[src/rtl/ex_ic_queue.sv]
// ex_ic_queue: completion buffer between the execute and complete stages.
// It takes up to two results per cycle (ALU on port 0, multiplier on port 1) and
// hands one per cycle to the complete stage. Optional macro: EX_IC_QUEUE_BYPASS_EN.

package ex_ic_queue_pkg;
    typedef struct packed {
        logic [31:0] result;
        logic [5:0]  dest_tag;
        logic [4:0]  rob_idx;
        logic        exception;
    } EX_IC_PACKET;

    localparam int unsigned EX_IC_PACKET_W = $bits(EX_IC_PACKET);
endpackage

module ex_ic_queue #(
    parameter int unsigned DEPTH = 4
) (
    input  logic                                      clock,
    input  logic                                      reset,
    input  logic                                      flush,
    input  logic                                      in0_valid,
    input  logic [ex_ic_queue_pkg::EX_IC_PACKET_W-1:0] in0_packet,
    output logic                                      in0_ready,
    input  logic                                      in1_valid,
    input  logic [ex_ic_queue_pkg::EX_IC_PACKET_W-1:0] in1_packet,
    output logic                                      in1_ready,
    output logic                                      out_valid,
    output logic [ex_ic_queue_pkg::EX_IC_PACKET_W-1:0] out_packet,
    input  logic                                      out_ready,
    output logic [$clog2(DEPTH+1)-1:0]                count
);

    localparam int unsigned PKT_W = ex_ic_queue_pkg::EX_IC_PACKET_W;
    localparam int unsigned PTR_W = $clog2(DEPTH);
    localparam int unsigned CNT_W = $clog2(DEPTH+1);

    logic [PKT_W-1:0] entry [DEPTH];
    logic [PTR_W-1:0] head;
    logic [PTR_W-1:0] tail;
    logic [PTR_W-1:0] tail_p1;
    logic [CNT_W-1:0] occ;
    logic [CNT_W-1:0] nxt_occ;
    logic             rdy0_q;
    logic             rdy1_q;
    logic             enq0;
    logic             enq1;
    logic             wr0;
    logic             deq;
    logic             stored;

    // Ready flags are registered copies of the next occupancy, so they are 0
    // throughout reset and never see a same-cycle dequeue.
    assign in0_ready = rdy0_q;
    assign in1_ready = rdy1_q;
    assign count     = occ;
    assign stored    = (occ != '0);
    assign tail_p1   = tail + PTR_W'(1);
    assign enq0      = in0_valid & rdy0_q;
    assign enq1      = in1_valid & rdy1_q;
    assign deq       = stored & out_ready;

`ifdef EX_IC_QUEUE_BYPASS_EN
    logic bypass;

    // rdy0_q gates the bypass so the outputs stay at reset values while in reset.
    assign bypass     = ~stored & ~flush & in0_valid & rdy0_q;
    assign wr0        = enq0 & ~(bypass & out_ready);
    assign out_valid  = stored | bypass;
    assign out_packet = (~stored & bypass) ? in0_packet : entry[head];
`else
    assign wr0        = enq0;
    assign out_valid  = stored;
    assign out_packet = entry[head];
`endif

    always_comb begin
        nxt_occ = occ;
        if (flush) begin
            nxt_occ = '0;
        end else begin
            nxt_occ = occ + CNT_W'(wr0) + CNT_W'(enq1) - CNT_W'(deq);
        end
    end

    always_ff @(posedge clock or negedge reset) begin
        if (!reset) begin
            head   <= '0;
            tail   <= '0;
            occ    <= '0;
            rdy0_q <= 1'b0;
            rdy1_q <= 1'b0;
            for (int unsigned i = 0; i < DEPTH; i++) begin
                entry[i] <= '0;
            end
        end else begin
            occ    <= nxt_occ;
            rdy0_q <= (nxt_occ < CNT_W'(DEPTH));
            rdy1_q <= (nxt_occ < CNT_W'(DEPTH-1));
            if (flush) begin
                head <= '0;
                tail <= '0;
            end else begin
                if (deq) begin
                    head <= head + PTR_W'(1);
                end
                tail <= tail + PTR_W'(wr0) + PTR_W'(enq1);
                if (wr0) begin
                    entry[tail] <= in0_packet;
                end
                // in1 lands behind in0 when both write, otherwise at tail.
                if (enq1) begin
                    entry[wr0 ? tail_p1 : tail] <= in1_packet;
                end
            end
        end
    end

endmodule

[config.mk]
export PLATFORM = sky130hd
export DESIGN_NAME = ex_ic_queue
export DESIGN_NICKNAME = d
export VERILOG_FILES = /design/src/rtl/ex_ic_queue.sv
export SDC_FILE = /design/constraint.sdc
export NUM_CORES = 1
export LEC_CHECK = 0
export CAP_MARGIN = 20
export CORE_ASPECT_RATIO = 0.9
export CORE_UTILIZATION = 25
export CTS_CLUSTER_SIZE = 30
export DETAILED_ROUTE_END_ITERATION = 8
export SYNTH_ARGS = -nofsm -noshare
export SYNTH_HDL_FRONTEND = slang
export SYNTH_SLANG_ARGS = --single-unit
[constraint.sdc]
create_clock -name clock -period 5.4 [get_ports clock]
set_input_delay 1.08 -clock clock [delete_from_list [all_inputs] [get_ports clock]]
set_output_delay 1.08 -clock clock [all_outputs]
set_load 0.02 [all_outputs]
==> results by group, run 1 <==
Setup path
  – CP arrival: 2780 ps
  – Crit start category: flip-flop
  – Largest stage delay on the critical path: 920 ps
  – Critical path type: reg -> out
  – Worst Path Required: 4320 ps
  – Crit path max fanout: 27
  – Critical Path Slowest Stage Cell: dfrtp_2
  – CP Cell Sequence: buf_4 > mux4_2 > clkdlybuf4s50_1
  – Element type at the critical path end: output port

Drt
  – Iter 0 DRT Violations: 619
  – DR WL/cell: 22.6 µm
  – DRC: 13
  – Vias: 7513
  – DRT Pass-1 Iters: 7
  – Vias per cell: 5.37
  – ANT nets after route: 0
  – Total Wirelength: 31600 µm

Clock tree
  – CTS root buffer: clkbuf_16
  – Total clock sinks: 185
  – Clock Pin Slew Worst Setup and Hold Paths: 70 ps
  – CTS Buffer Depth: 2
  – Post-CTS setup repair buffer count: 0
  – CTS H-tree depth: 4
  – Post_cts resized: 0
  – Clock latency on the worst-skew pair: 440 ps
  – TritonCTS clock tree: yes
  – Hold buffers post-CTS: 0
  – TritonCTS Buffers: 17

Final layout
  – Final net count: 1006
  – Area Growth Syn to Fin: 24.9%
  – N_diodes: 0
  – Layout cells sized above 1: 12.4%
  – Cell area after layout: 11800 µm²

Yosys
  – Mean Syn Cell Area: 11.7 µm²
  – Synth cell types: 31
  – Post-Syn Instances: 803
  – Synthesis-stage register bit count: 185
  – Top FF cell, synth: dfrtp_1
  – Top post-synthesis cells by count: 185 x dfrtp_1, 185 x nor2_1, 176 x a221o_1, 50 x clkbuf_1, 46 x nand2_1
  – Post-Syn Nets: 905
  – Async set-reset flop share out of synthesis: 100%
  – Synth warn: 0
  – Sequential area share after synthesis: 49.2%
  – EDFF count, synth: 0
  – Mapped Area: 9420 µm²
  – Area leader, netlist: dfrtp_1
  – Top-area cell type share of the netlist area: 49.2%
  – Dominant cells by area after synthesis: dfrtp_1 49%, a221o_1 19%, mux4_2 11%

Power and ir drop
  – Pleak: 4.64 nW
  – Max IR drop VDD: 254 µV
  – P per Cell Area: 600 nW/µm²

Floorplanning
  – Horiz. Die Dim: 207 µm
  – Die Y: 186 µm
  – Io pins: 144
  – Initial Util: 25.4%
  – Die area: 38400 µm²
  – Number of placement rows: 67
  – Core ar.: 37100 µm²

Worst hold path
  – Worst hold path type: reg -> reg

Placement
  – Area after DPL: 11200 µm²
  – Final Wtd Congestion: 0.741
  – Place WS: 1800 ps
  – IO buf count: 143
  – Final HPWL DP: 18100 µm

Timing
  – Relative slew slack: 42.2%
  – PnR worst setup slack: 1540 ps
  – Slew @ Worst Pin: 866 ps
  – Final min period: 3860 ps
  – Slew Viols, Final: 0
  – Fmax: 0.259 GHz
  – Final Cycle Share: 71.5%
  – Fin. Hold Viols: 0
  – RSZ-0062 raised after global routing: false
  – Final setup fails: 0
  – TNS Setup: 0 ps
  – Worst Skew: 6.61 ps

Global route
  – GRT Util Overall: 16.9%
  – Global-route wire length before repair: 48300 µm
  – GRT overflow: 0
  – Number of global-route vias before repair: 7895
  – Antenna violations before repair: 1
  – Largest net degree at the start of global routing: 100

Run status
  – Failing checks: design-rule violations
  – Status: complete, but fails checks

Flow run
  – Number of max-cap violations: 0
## path summary, 6_finish.rpt
path	end	cells after the start	start	slack [ps]
worst max-delay path	out_packet[2]	3	head[1]	1540
worst min-delay path	entry[77]	1	entry[77]	510
worst max register to register	entry[42]	7	tail[0]	2360
worst min register to register	entry[77]	1	entry[77]	510
max in group asynchronous	entry[171]	2	reset	3700
min in group asynchronous	entry[142]	1	reset	650
## through the flow
stage	total power [mW]	hold slack, ps	utilization, %	cells
floorplan	4.56	474	-	803
global placement	5.75	490	30.1	1368
detailed placement	5.82	496	30.1	1368
CTS	7.10	513	31.7	1400
global route	7.44	524	31.7	1400
finish	7.05	509	31.7	1400
## cell usage in the layout (no fill, tap or decap), types with 5 or more instances in the layout
| cell | count |
|---|---|
| nor2_1 | 185 |
| mux4_2 | 44 |
| nor2b_1 | 45 |
| dfrtp_1 | 183 |
| a221o_1 | 176 |
| clkbuf_16 | 17 |
| buf_4 | 17 |
| nand2_1 | 46 |
| clkdlybuf4s50_1 | 141 |
| ha_1 | 5 |
## power by group
part	total [mW]	leakage (nW)	internal, mW	switching, mW
combinational	3.31	2.02	1.61	1.70
clock	1.27	0.289	0.719	0.554
sequential	2.47	2.33	2.03	0.442
## logic make-up (layout without fill, tap and decap cells)
family / count (synthesis) / in the layout / synth area share (%)
adder cells (fa/ha/maj): 8 / 8 / 1.30
AND/OR/NAND/NOR: 286 / 286 / 13.0
multiplexers: 44 / 44 / 10.5
XOR/XNOR: 5 / 5 / 0.465
buffers and inverters: 85 / 199 / 5.10
AO/OA/AOI/OAI: 190 / 190 / 20.4
flip-flops: 185 / 185 / 49.2
## layer usage
metal	GRT usage, %	wire length, µm	vias to the layer above	part of all wire (%)
met2	28.8	15600	319	49
met3	3.31	2180	39	6.9
li1	-	-	3262	-
met5	0	0	-	0
met4	4.50	446	0	1.4
met1	21.7	13400	3893	42
## state kept, by name, indices dropped and copies added (netlist names)
signal / flops
count: 3
entry: 176
head: 2
in0_ready: 1
in1_ready: 1
tail: 2
## worst max-delay path, delay by kind of cell (launching register included)
kind / cells / cell delay, ps
mux: 1 / 410
flops: 1 / 920
buf+inv: 2 / 1020
## area by class of cell
class                           count  area (µm²)
Clock inverter                     11         121
Sequential cell                   185        4630
Tap cell                          483         604
Multi-Input combinational cell    533        4330
Fill cell                        3739       25400
Inverter                            6        22.5
Timing Repair Buffer              161        1580
Clock buffer                       21         470
Note: power is estimated with default switching activity, not from simulation.
==> inputs of run 2 (changes only) <==
==> constraint.sdc (replaced) <==
create_clock -name clock -period 3.77 [get_ports clock]
set_input_delay 0.754 -clock clock [delete_from_list [all_inputs] [get_ports clock]]
set_output_delay 0.754 -clock clock [all_outputs]
set_load 0.02 [all_outputs]
==> results by group, run 2 (synthesis gave the netlist of run 1 again) <==
Power and ir drop
  – Pleak: 4.68 nW (+0.82%)
  – P per Cell Area: 855 nW/µm² (+43%)
  – Max IR drop VDD: 458 µV (+80%)

Floorplanning
  – Core ar.: 37100 µm² (unchanged)
  – Die Y: 186 µm (unchanged)
  – Initial Util: 25.4% (unchanged)
  – Horiz. Die Dim: 207 µm (unchanged)
  – Io pins: 144 (unchanged)
  – Die area: 38400 µm² (unchanged)
  – Number of placement rows: 67 (unchanged)

Setup path
  – Critical Path Slowest Stage Cell: dfrtp_4
  – Largest stage delay on the critical path: 740 ps (-180 ps)
  – Critical path type: reg -> out
  – Worst Path Required: 3020 ps (-1300 ps)
  – Element type at the critical path end: output port
  – Crit path max fanout: 21 (-22%)
  – CP Cell Sequence: buf_12 > mux4_2 > clkdlybuf4s50_1
  – CP arrival: 2620 ps (-160 ps)
  – Crit start category: flip-flop

Placement
  – IO buf count: 143 (unchanged)
  – Final Wtd Congestion: 0.738 (-0.35%)
  – Final HPWL DP: 18100 µm (about the same)

Clock tree
  – CTS H-tree depth: 4 (unchanged)
  – Post_cts resized: 0 (unchanged)
  – Total clock sinks: 185 (unchanged)
  – Clock latency on the worst-skew pair: 440 ps (about the same)
  – TritonCTS Buffers: 17 (unchanged)
  – TritonCTS clock tree: yes
  – CTS root buffer: clkbuf_16
  – Post-CTS setup repair buffer count: 0 (unchanged)
  – Hold buffers post-CTS: 0 (unchanged)
  – Clock Pin Slew Worst Setup and Hold Paths: 70 ps (about the same)
  – CTS Buffer Depth: 2 (unchanged)

Timing
  – Final min period: 3380 ps
  – Final setup fails: 0 (unchanged)
  – Slew @ Worst Pin: 741 ps (-126 ps)
  – Fmax: 0.296 GHz
  – Relative slew slack: 50.6% (+8.4 points)
  – RSZ-0062 raised after global routing: false
  – Worst Skew: 16.6 ps (+9.96 ps)
  – Final Cycle Share: 89.6%
  – Slew Viols, Final: 0 (unchanged)
  – TNS Setup: 0 ps (unchanged)
  – Fin. Hold Viols: 0 (unchanged)

Run status
  – Status: complete, but fails checks
  – Failing checks: design-rule violations

Flow run
  – Number of max-cap violations: 0 (unchanged)

Global route
  – Met3 Use GR: 3.36% (+0.053 points)
  – Number of global-route vias before repair: 7827 (-0.86%)
  – Top Usage Layer GRT: met2
  – Antenna violations before repair: 0 (-1)
  – GRT overflow: 0 (unchanged)
  – Global-route wire length before repair: 47600 µm (-1.5%)
  – Largest net degree at the start of global routing: 85 (-15%)
  – GRT Util Overall: 16.7% (-0.15 points)
  – Met1 Usage GRT: 21.6% (-0.14 points)
  – Met2 Use GR: 28.0% (-0.79 points)

Final layout
  – Most flop-heavy register: entry
  – Fin util: 31.9% (+0.21 points)
  – Area Growth Syn to Fin: 25.7%
  – Layout cells sized above 1: 12.8% (+0.37 points)
  – Most frequent cells in the layout: 185 x nor2_1, 183 x dfrtp_1, 176 x a221o_1, 141 x clkdlybuf4s50_1, 46 x nand2_1
  – N_diodes: 0 (unchanged)
  – Final net count: 1013 (+0.70%)
  – Max reg flops: 176 (unchanged)
  – Commonest non-fill, non-tap cell in the layout: nor2_1

Worst hold path
  – Worst hold path type: in -> async

Drt
  – Vias: 7544 (+0.41%)
  – ANT nets after route: 0 (unchanged)
  – Iter 0 DRT Violations: 558 (-9.9%)
  – Total Wirelength: 31200 µm (-1.5%)
  – DRT Pass-1 Iters: 7 (unchanged)
  – DRC: 13 (unchanged)
  – Vias per cell: 5.37 (about the same)
  – DR WL/cell: 22.2 µm (-1.8%)
-- run 2: cell types whose count changed in the layout (fill, tap and decap cells not counted) --
cell and change:
inv_6 +1, clkbuf_8 +1, clkinvlp_4 -1, clkinv_4 -3
buf_12 +3, clkinv_2 -1, buf_4 +4, clkbuf_1 +1
-- run 2: area by class of cell --
class / count / area [µm²]
Fill cell: 3733 / 25300
Multi-Input combinational cell: 533 / 4330
Sequential cell: 185 / 4630
Clock buffer: 23 / 488
Tap cell: 483 / 604
Clock inverter: 7 / 91.3
Inverter: 6 / 22.5
Timing Repair Buffer: 168 / 1670
-- run 2: critical path, delay by kind of cell, from the launching register on --
family | cells | cell delay, ps
buffers and inverters | 2 | 840
muxes | 1 | 580
DFF | 1 | 740
-- run 2: path summary, 6_finish.rpt --
check	from	end	slack [ps]	cells after the start
min in group clock	entry[3]	entry[3]	510	1
worst min-delay path	reset	entry[142]	360	1
max in group asynchronous	reset	entry[72]	2430	2
worst min register to register	entry[3]	entry[3]	510	1
worst max register to register	tail[0]	entry[90]	970	7
worst max-delay path	head[0]	out_packet[9]	390	3
-- run 2: stage by stage --
step / power (mW) / area [µm²] / setup WS [ps] / std cells / hold WS, ps
global route: 10.7 / 11800 / 296 / 1405 / 400
detailed placement: 8.35 / 11300 / 459 / 1375 / 494
finish: 10.1 / 11800 / 394 / 1405 / 363
floorplan: 6.53 / 9420 / 1270 / 803 / 458
global placement: 8.25 / 11300 / 527 / 1375 / 490
CTS: 10.2 / 11800 / 331 / 1405 / 378
-- run 2: metal layers --
metal | part of all wire [%] | vias to the layer above | wire length [µm]
met2 | 49 | 367 | 15200
met1 | 42 | 3858 | 13000
li1 | - | 3273 | -
met3 | 7.9 | 46 | 2470
met5 | 0 | - | 0
met4 | 1.6 | 0 | 510
-- run 2: power breakdown --
part	leakage, nW	internal, mW	switching (mW)
combinational	2.06	2.34	2.45
sequential	2.33	2.91	0.614
clock	0.285	1.04	0.771
total	4.68	6.29	3.83
==> inputs of run 3 (changes only) <==
--- a/config.mk
+++ b/config.mk
@@ -13,3 +13,4 @@
 export SYNTH_ARGS = -nofsm -noshare
 export SYNTH_HDL_FRONTEND = slang
 export SYNTH_SLANG_ARGS = --single-unit
+export TNS_END_PERCENT = 5
==> results of run 3 <==
No change in the layout: final DEF, timing and power equal those of run 2.
